File: src/rtl/mul_share_arbiter.sv
// Shares one registered unsigned multiplier between NREQ valid/ready requesters.
// Requesters are picked round-robin, and only one operation is in flight at a time.
// The result comes back on one response channel, tagged with the requester id.
//
// Ports:
//   clk, rst_n    clock, asynchronous active-low reset
//   req_valid     per-requester request valid            [NREQ]
//   req_ready     per-requester grant, one-hot or zero   [NREQ]
//   req_a, req_b  packed operands, requester i at [i*WIDTH +: WIDTH]
//   rsp_valid     result valid (RESP state)
//   rsp_ready     consumer accepts result
//   rsp_id        requester index of the result          [IDW]
//   rsp_product   unsigned a*b                           [2*WIDTH]
//   busy          FSM not in IDLE
module mul_share_arbiter #(
   parameter int unsigned NREQ  = 4,
   parameter int unsigned WIDTH = 8,
   parameter int unsigned IDW   = 2
) (
   input  logic                    clk,
   input  logic                    rst_n,
   input  logic [NREQ-1:0]         req_valid,
   output logic [NREQ-1:0]         req_ready,
   input  logic [NREQ*WIDTH-1:0]   req_a,
   input  logic [NREQ*WIDTH-1:0]   req_b,
   output logic                    rsp_valid,
   input  logic                    rsp_ready,
   output logic [IDW-1:0]          rsp_id,
   output logic [2*WIDTH-1:0]      rsp_product,
   output logic                    busy
);

   localparam int unsigned PW = 2 * WIDTH;

   localparam logic [1:0] S_IDLE = 2'd0;
   localparam logic [1:0] S_CALC = 2'd1;
   localparam logic [1:0] S_RESP = 2'd2;

   logic [1:0]       r_state;
   logic [1:0]       w_state_nxt;
   logic [IDW-1:0]   r_rr_ptr;
   logic [IDW-1:0]   r_id;
   logic [IDW-1:0]   r_rsp_id;
   logic [WIDTH-1:0] r_a;
   logic [WIDTH-1:0] r_b;
   logic [PW-1:0]    r_product;

   logic [IDW-1:0]   w_win;
   logic             w_found;
   logic [WIDTH-1:0] w_sel_a;
   logic [WIDTH-1:0] w_sel_b;
   logic             w_req_hs;
   logic             w_rsp_hs;

   // Round-robin winner. The first pass covers indices at or above the
   // pointer. The second pass wraps to the bottom, so it can only pick an
   // index below the pointer.
   always_comb begin
      w_found = 1'b0;
      w_win   = '0;
      for (int unsigned i = 0; i < NREQ; i++) begin
         if (!w_found && req_valid[i] && (32'(r_rr_ptr) <= i)) begin
            w_found = 1'b1;
            w_win   = IDW'(i);
         end
      end
      for (int unsigned i = 0; i < NREQ; i++) begin
         if (!w_found && req_valid[i]) begin
            w_found = 1'b1;
            w_win   = IDW'(i);
         end
      end
   end

   // Operand mux and one-hot grant for the winner
   always_comb begin
      w_sel_a   = '0;
      w_sel_b   = '0;
      req_ready = '0;
      for (int unsigned i = 0; i < NREQ; i++) begin
         if (w_win == IDW'(i)) begin
            w_sel_a      = req_a[i*WIDTH +: WIDTH];
            w_sel_b      = req_b[i*WIDTH +: WIDTH];
            req_ready[i] = (r_state == S_IDLE) && w_found;
         end
      end
   end

   assign w_req_hs = |(req_valid & req_ready);
   assign w_rsp_hs = (r_state == S_RESP) && rsp_ready;

   // State register
   always_ff @(posedge clk or negedge rst_n) begin
      if (!rst_n) r_state <= S_IDLE;
      else        r_state <= w_state_nxt;
   end

   // Next-state logic
   always_comb begin
      w_state_nxt = r_state;
      case (r_state)
         S_IDLE:  if (w_req_hs) w_state_nxt = S_CALC;
         S_CALC:  w_state_nxt = S_RESP;
         S_RESP:  if (rsp_ready) w_state_nxt = S_IDLE;
         default: w_state_nxt = S_IDLE;
      endcase
   end

   // Operand capture, multiply, and round-robin pointer update.
   // The product is not cleared on the response handshake; it holds
   // until the next CALC.
   always_ff @(posedge clk or negedge rst_n) begin
      if (!rst_n) begin
         r_a       <= '0;
         r_b       <= '0;
         r_id      <= '0;
         r_rsp_id  <= '0;
         r_product <= '0;
         r_rr_ptr  <= '0;
      end else begin
         if (w_req_hs) begin
            r_a  <= w_sel_a;
            r_b  <= w_sel_b;
            r_id <= w_win;
         end
         if (r_state == S_CALC) begin
            r_product <= PW'(r_a) * PW'(r_b);
            r_rsp_id  <= r_id;
         end
         if (w_rsp_hs) begin
            r_rr_ptr <= (r_id == IDW'(NREQ - 1)) ? '0 : r_id + IDW'(1);
         end
      end
   end

   assign rsp_valid   = (r_state == S_RESP);
   assign busy        = (r_state != S_IDLE);
   assign rsp_id      = r_rsp_id;
   assign rsp_product = r_product;

endmodule

File: config.mk
export PLATFORM = sky130hd
export DESIGN_NAME = mul_share_arbiter
export DESIGN_NICKNAME = d
export VERILOG_FILES = /design/src/rtl/mul_share_arbiter.sv
export SDC_FILE = /design/constraint.sdc
export NUM_CORES = 1
export LEC_CHECK = 0
export ABC_AREA = 1
export ABC_CLOCK_PERIOD_IN_PS = 10700
export BUFFER_PORTS_ARGS = -buffer_cell sky130_fd_sc_hd__buf_2
export CAP_MARGIN = 20
export CORE_MARGIN = 8
export CORE_UTILIZATION = 40
export CTS_CLUSTER_SIZE = 16
export DETAILED_ROUTE_END_ITERATION = 7
export PLACE_DENSITY_LB_ADDON = 0.3
export SETUP_SLACK_MARGIN = 0.15
export SYNTH_ARGS = -nofsm -noshare
export SYNTH_HDL_FRONTEND = slang
export SYNTH_SLANG_ARGS = --single-unit
export TNS_END_PERCENT = 5
File: constraint.sdc
create_clock -name clk -period 10.7 [get_ports clk]
set_input_delay 0.535 -clock clk [delete_from_list [all_inputs] [get_ports clk]]
set_output_delay 0.535 -clock clk [all_outputs]
set_load 0.005 [all_outputs]
Word-level counts from Yosys, hierarchy flattened
Cells that the tools add are included.

Memories: 0. Latch bits: 0. Bits in writable memories: 0. Input bits: 71. Output and inout bits: 24. Bits in read-only memories: 0. Register bits after elaboration: 40.

Shift-type cells: 0. Equality and inequality tests: 8. Add/subtract/negate cells: 1. $lt $le $gt $ge: 3. Multiplexer cells: 31. Divide/modulo/power cells: 0. Reduce and logical (&&, ||, !) cells: 24. $mul: 1. Bitwise operators: 1.

Operators with widths (count): two-way mux 8 bit (8); two-way mux 2 bit (9); multiplier 8 x 8 -> 16 bit (1); two-way mux 1 bit (13); logical AND 1 bit (12); == test 2 bit (second input constant) (4); zero test 1 bit (7); case mux 2 bit (3 select lines) (1); AND 4 bit (1); == test 2 x 1 -> 1 bit (second input constant) (2); less-or-equal comparator 2 x 1 -> 1 bit (second input constant) (2); zero test 2 bit (2); OR reduction 4 bit (1); adder 2 x 1 -> 2 bit (second input constant) (1); less-or-equal comparator 2 bit (second input constant) (1); inequality test 2 x 1 -> 1 bit (second input constant) (1); inequality test 2 bit (second input constant) (1); AND reduction 2 bit (1); nonzero test 2 bit (1).

Depth between registers and ports, before layout
Word-level depth: 32. Gate-level depth with buffers: 19. Mapped depth without buffers: 18.

Worst setup path after synthesis
OpenSTA, ideal clock, no wires.

Kind: reg2reg. Start point: reg r_a[0]. End point: reg r_product[10], in the netlist rsp_product[10]. Cell stages (with the launch flop): 18. Data required time: 10.582 ns. Path slack: 6.445 ns. Arrival time: 4.137 ns. Setup time: 0.118 ns. Path through: dfrtp_1 clkbuf_1 nand2_1 fa_1 fa_1 inv_1 fa_1 inv_1 fa_1 inv_1 ha_1 a21oi_1 o21ai_0 a21oi_1 o21ai_0 or2_2 nand3_1 nand2_1.

Cells in the longest elaborated chain, start to end: 1.

Ends and longest elaborated chain: start, declared (RTL line 44) `logic [WIDTH-1:0] r_a;`; start signal, assigned (RTL line 122) `r_a <= w_sel_a;`; multiplier 8 x 8 -> 16 bit (RTL line 127) `r_product <= PW'(r_a) * PW'(r_b);`; end signal, assigned (RTL line 127); end, declared (RTL line 46) `logic [PW-1:0] r_product;`.

No other way between the ends. A chain may end at the register's enable or synchronous reset.

Final worst setup path
Same ends and word-level chain as after synthesis.

==> results.env <==
MOST-COMMON-LAYOUT-CELLS='198 x sky130_fd_sc_hd__nand2_1, 130 x sky130_fd_sc_hd__inv_1, 94 x sky130_fd_sc_hd__buf_2'
CRITPATHCAPTURETYPE='flop'
PERIOD_SHARE_PCT=42.0
SYNTH.YOSYS.SEQ_AREA_SHARE_PCT=22.4
CORE_REGION_AREA_MM2=0.0109
DIE_W_UM=122
MAX_SLEW_MARGIN_PCT=36.6
MOSTFREQUENTLAYOUTCELL='sky130_fd_sc_hd__nand2_1'
LAYOUT.CELLS.NON_FILLER=837
HOLD_BUF_CTS=0
CTS_RESIZED=0
FINALWORSTPATHREQUIREDPERIOD_PS=4490
CLK_ROOT_BUFFER_CELL='sky130_fd_sc_hd__clkbuf_8'
SYN-CELL-AREA_MM2=0.00447
SYNTH.NET_COUNT=769
FINALCLOCKSKEW_PS=8.79
HEIGHT_OF_THE_DIE_UM=122
TIGHTESTPINTRANSITION_PS=948
TIMING.REG2REG.SETUP_SLACK_PS=6210
ROUTED_WIRE_LENGTH_PER_INSTANCE_UM=14.6
TIMING.SETUP.TNS_PS=0
SYNTH-SEQ-CELLS=40
FINAL_NET_COUNT=840
ANTENNA_FOUND_INITIAL=0
FINAL_LAYOUT_SIZE_SUFFIX_GT1_SHARE_PCT=17.9
POST-ROUTE-DRC-COUNT=0
PLACE.DETAILED.INSTANCES=829
POST_SYNTH_NUM_CELL_TYPES=33
CTS_TREE='built'
ROUTED_VIA_COUNT_DIVIDED_BY_CELL_COUNT=4.90
PORT_BUFFERS=94
STD_CELL_ROWS=38
WORST-ENDPOINT-REQUIRED_PS=10900
CLOCK_LATENCY_PS=310
RSZ0062_AT_GRT='false'
CTS_SETUP_BUFFERS=0
SYNTHESIS.AREA_PER_INSTANCE_UM2=7.15
NUMBER_OF_BUFFERS_CREATED_BY_CTS=5
MAXIMUM_CLOCK_INSERTION_BUFFER_COUNT=2
DETAILED_PLACE_HPWL_UM=10100
NUMBER_OF_SETUP_VIOLATIONS_IN_THE_FINAL_REPORT=0
INITIAL_CORE_UTILIZATION_PCT=41.1
WORST_SETUP_HOLD_PATH_CLK_SLEW_PS=90
FINALHOLDVIOLCOUNT=0
CTS.HTREE.LEVELS=2
ANTENNA_CELLS=0
WIRELENGTH_UM=12200
TIMING.CRITICAL_PATH.FANOUT_MAX=9
FINAL_UTIL_PCT=46.7
FP.DIEAREA_MM2=0.0148
ROUTE.VIAS.TOTAL=4103
GLOBAL_ROUTE.OVERFLOW_TOTAL=0
GRT_FIRST_PASS_WIRELENGTH_UM=20100
FIRST_GLOBAL_VIAS=4344
CLOCK-SINKS=40
YS_WARN_COUNT=0
DRT_FIRST_ITER_VIOLATIONS=222
POSTSYNTHCELLCOUNT=625
PLACE.GP.CONGESTION=0.852
DESIGN.PORTCOUNT=95
GRT_MAX_DEGREE=41
RUN_STATUS='finished, final reports clean'
SETUP.WORST_PATH.CLASS='flop to flop'
AREA_ADDED_BETWEEN_SYNTHESIS_AND_FINISH_PCT=13.7
DRTPASS1ITERATIONS=5
TIMING_MAX_TRANSITION_VIOLATIONS_FINAL=0
CAP_VIOL_MAX_COUNT=0
MAX_CLOCK_FREQ_GHz=0.223
TRACK_USAGE_PCT=16.7
POSTROUTEANTENNANETS=0
CRIT_PATH_START_KIND='flop'
ARRIVAL_TIME_OF_THE_WORST_SETUP_PATH_PS=4690
HOLD_PATH.CLASS='input pin to async pin'
==> final cells by class <==
type	count	area, µm²
Inverter	134	505
Multi-Input combinational cell	421	2820
Clock inverter	3	46.3
Tap cell	140	175
Timing Repair Buffer	94	470
Sequential cell	40	1000
Fill cell	1122	5800
Clock buffer	5	68.8
==> metrics by stage <==
stage                     instance area [µm²]  hold slack [ps]  setup slack [ps]
after detailed placement                 4970              455              6230
after floorplan                          4470              239              6450
after global placement                   4970              451              6280
final                                    5080              350              6210
after global routing                     5080              408              5970
after CTS                                5080              378              6210
==> cell families (layout without fill, tap and decap cells) <==
group,Yosys count,count (layout),share of synthesized area (%)
XOR/XNOR,5,5,0.980
flip-flops,40,40,22.4
AO/OA/AOI/OAI,35,35,4.37
AND/OR/NAND/NOR,308,308,31.2
buffers and inverters,164,236,14.6
adder cells (fa/ha/maj),73,73,26.5
==> synthesized netlist by cell type <==
master	n	area share (%)
sky130_fd_sc_hd__nand2_2	4	0.56
sky130_fd_sc_hd__xnor2_1	2	0.39
sky130_fd_sc_hd__o21ai_1	1	0.11
sky130_fd_sc_hd__inv_1	130	11
sky130_fd_sc_hd__fa_1	36	16
sky130_fd_sc_hd__buf_4	3	0.50
sky130_fd_sc_hd__nand3_1	30	3.4
sky130_fd_sc_hd__a21oi_1	12	1.3
sky130_fd_sc_hd__inv_4	1	0.14
sky130_fd_sc_hd__o21bai_1	1	0.17
sky130_fd_sc_hd__nand4_4	1	0.48
sky130_fd_sc_hd__nand3_4	1	0.39
sky130_fd_sc_hd__dfrtp_1	40	22
sky130_fd_sc_hd__or2_2	6	0.84
sky130_fd_sc_hd__buf_2	6	0.67
sky130_fd_sc_hd__buf_6	2	0.50
sky130_fd_sc_hd__clkbuf_1	19	1.6
sky130_fd_sc_hd__xor2_1	3	0.59
sky130_fd_sc_hd__o21ai_0	16	1.8
sky130_fd_sc_hd__ha_1	37	10
sky130_fd_sc_hd__o21ai_4	1	0.36
sky130_fd_sc_hd__nor2_1	23	1.9
sky130_fd_sc_hd__nand2_8	1	0.45
sky130_fd_sc_hd__nor3_1	5	0.56
sky130_fd_sc_hd__o31ai_1	1	0.17
sky130_fd_sc_hd__nand2_4	1	0.25
sky130_fd_sc_hd__nor2_4	2	0.50
sky130_fd_sc_hd__nand4_1	34	4.8
sky130_fd_sc_hd__nand3_2	1	0.22
sky130_fd_sc_hd__a31oi_1	3	0.42
sky130_fd_sc_hd__nand2_1	198	17
sky130_fd_sc_hd__inv_2	3	0.25
sky130_fd_sc_hd__nand4_2	1	0.28
==> registers in the layout, indices dropped and copies added (netlist names) <==
name,flops
r_b,8
rsp_id,2
r_a,8
r_id,2
rsp_product,16
r_state,2
r_rr_ptr,2
==> routing by layer <==
metal	vias to the layer above	routed length [µm]	GRT usage, %
met1	1916	5500	20.1
met2	134	5980	30.2
met4	0	123	3.62
met5	-	0	0
li1	2043	-	-
met3	10	625	3.24
==> path summary, 6_finish.rpt <==
path	start	to	depth (start not counted)
min reg2reg	rsp_product[3]	rsp_product[3]	2
min	rst_n	rsp_product[6]	1
max reg2reg	r_a[0]	rsp_product[10]	16
max	r_a[0]	rsp_product[10]	16
min in group clk	rsp_ready	r_state[1]	2
max in group asynchronous	rst_n	r_a[6]	1
==> worst max-delay path, stage by stage, from the launching register on <==
cell	delay, ps
sky130_fd_sc_hd__dfrtp_1	530
sky130_fd_sc_hd__nand2_1	130
sky130_fd_sc_hd__fa_1	530
sky130_fd_sc_hd__fa_1	550
sky130_fd_sc_hd__inv_1	50
sky130_fd_sc_hd__fa_1	520
sky130_fd_sc_hd__inv_1	50
sky130_fd_sc_hd__fa_1	520
sky130_fd_sc_hd__inv_1	40
sky130_fd_sc_hd__ha_1	340
sky130_fd_sc_hd__a21oi_1	220
sky130_fd_sc_hd__o21ai_0	160
sky130_fd_sc_hd__a21oi_1	210
sky130_fd_sc_hd__o21ai_0	130
sky130_fd_sc_hd__or2_2	290
sky130_fd_sc_hd__nand3_1	70
sky130_fd_sc_hd__nand2_1	50
Power is not shown: default switching activity piles up to over one toggle a cycle in this logic, so the estimate is an artifact.
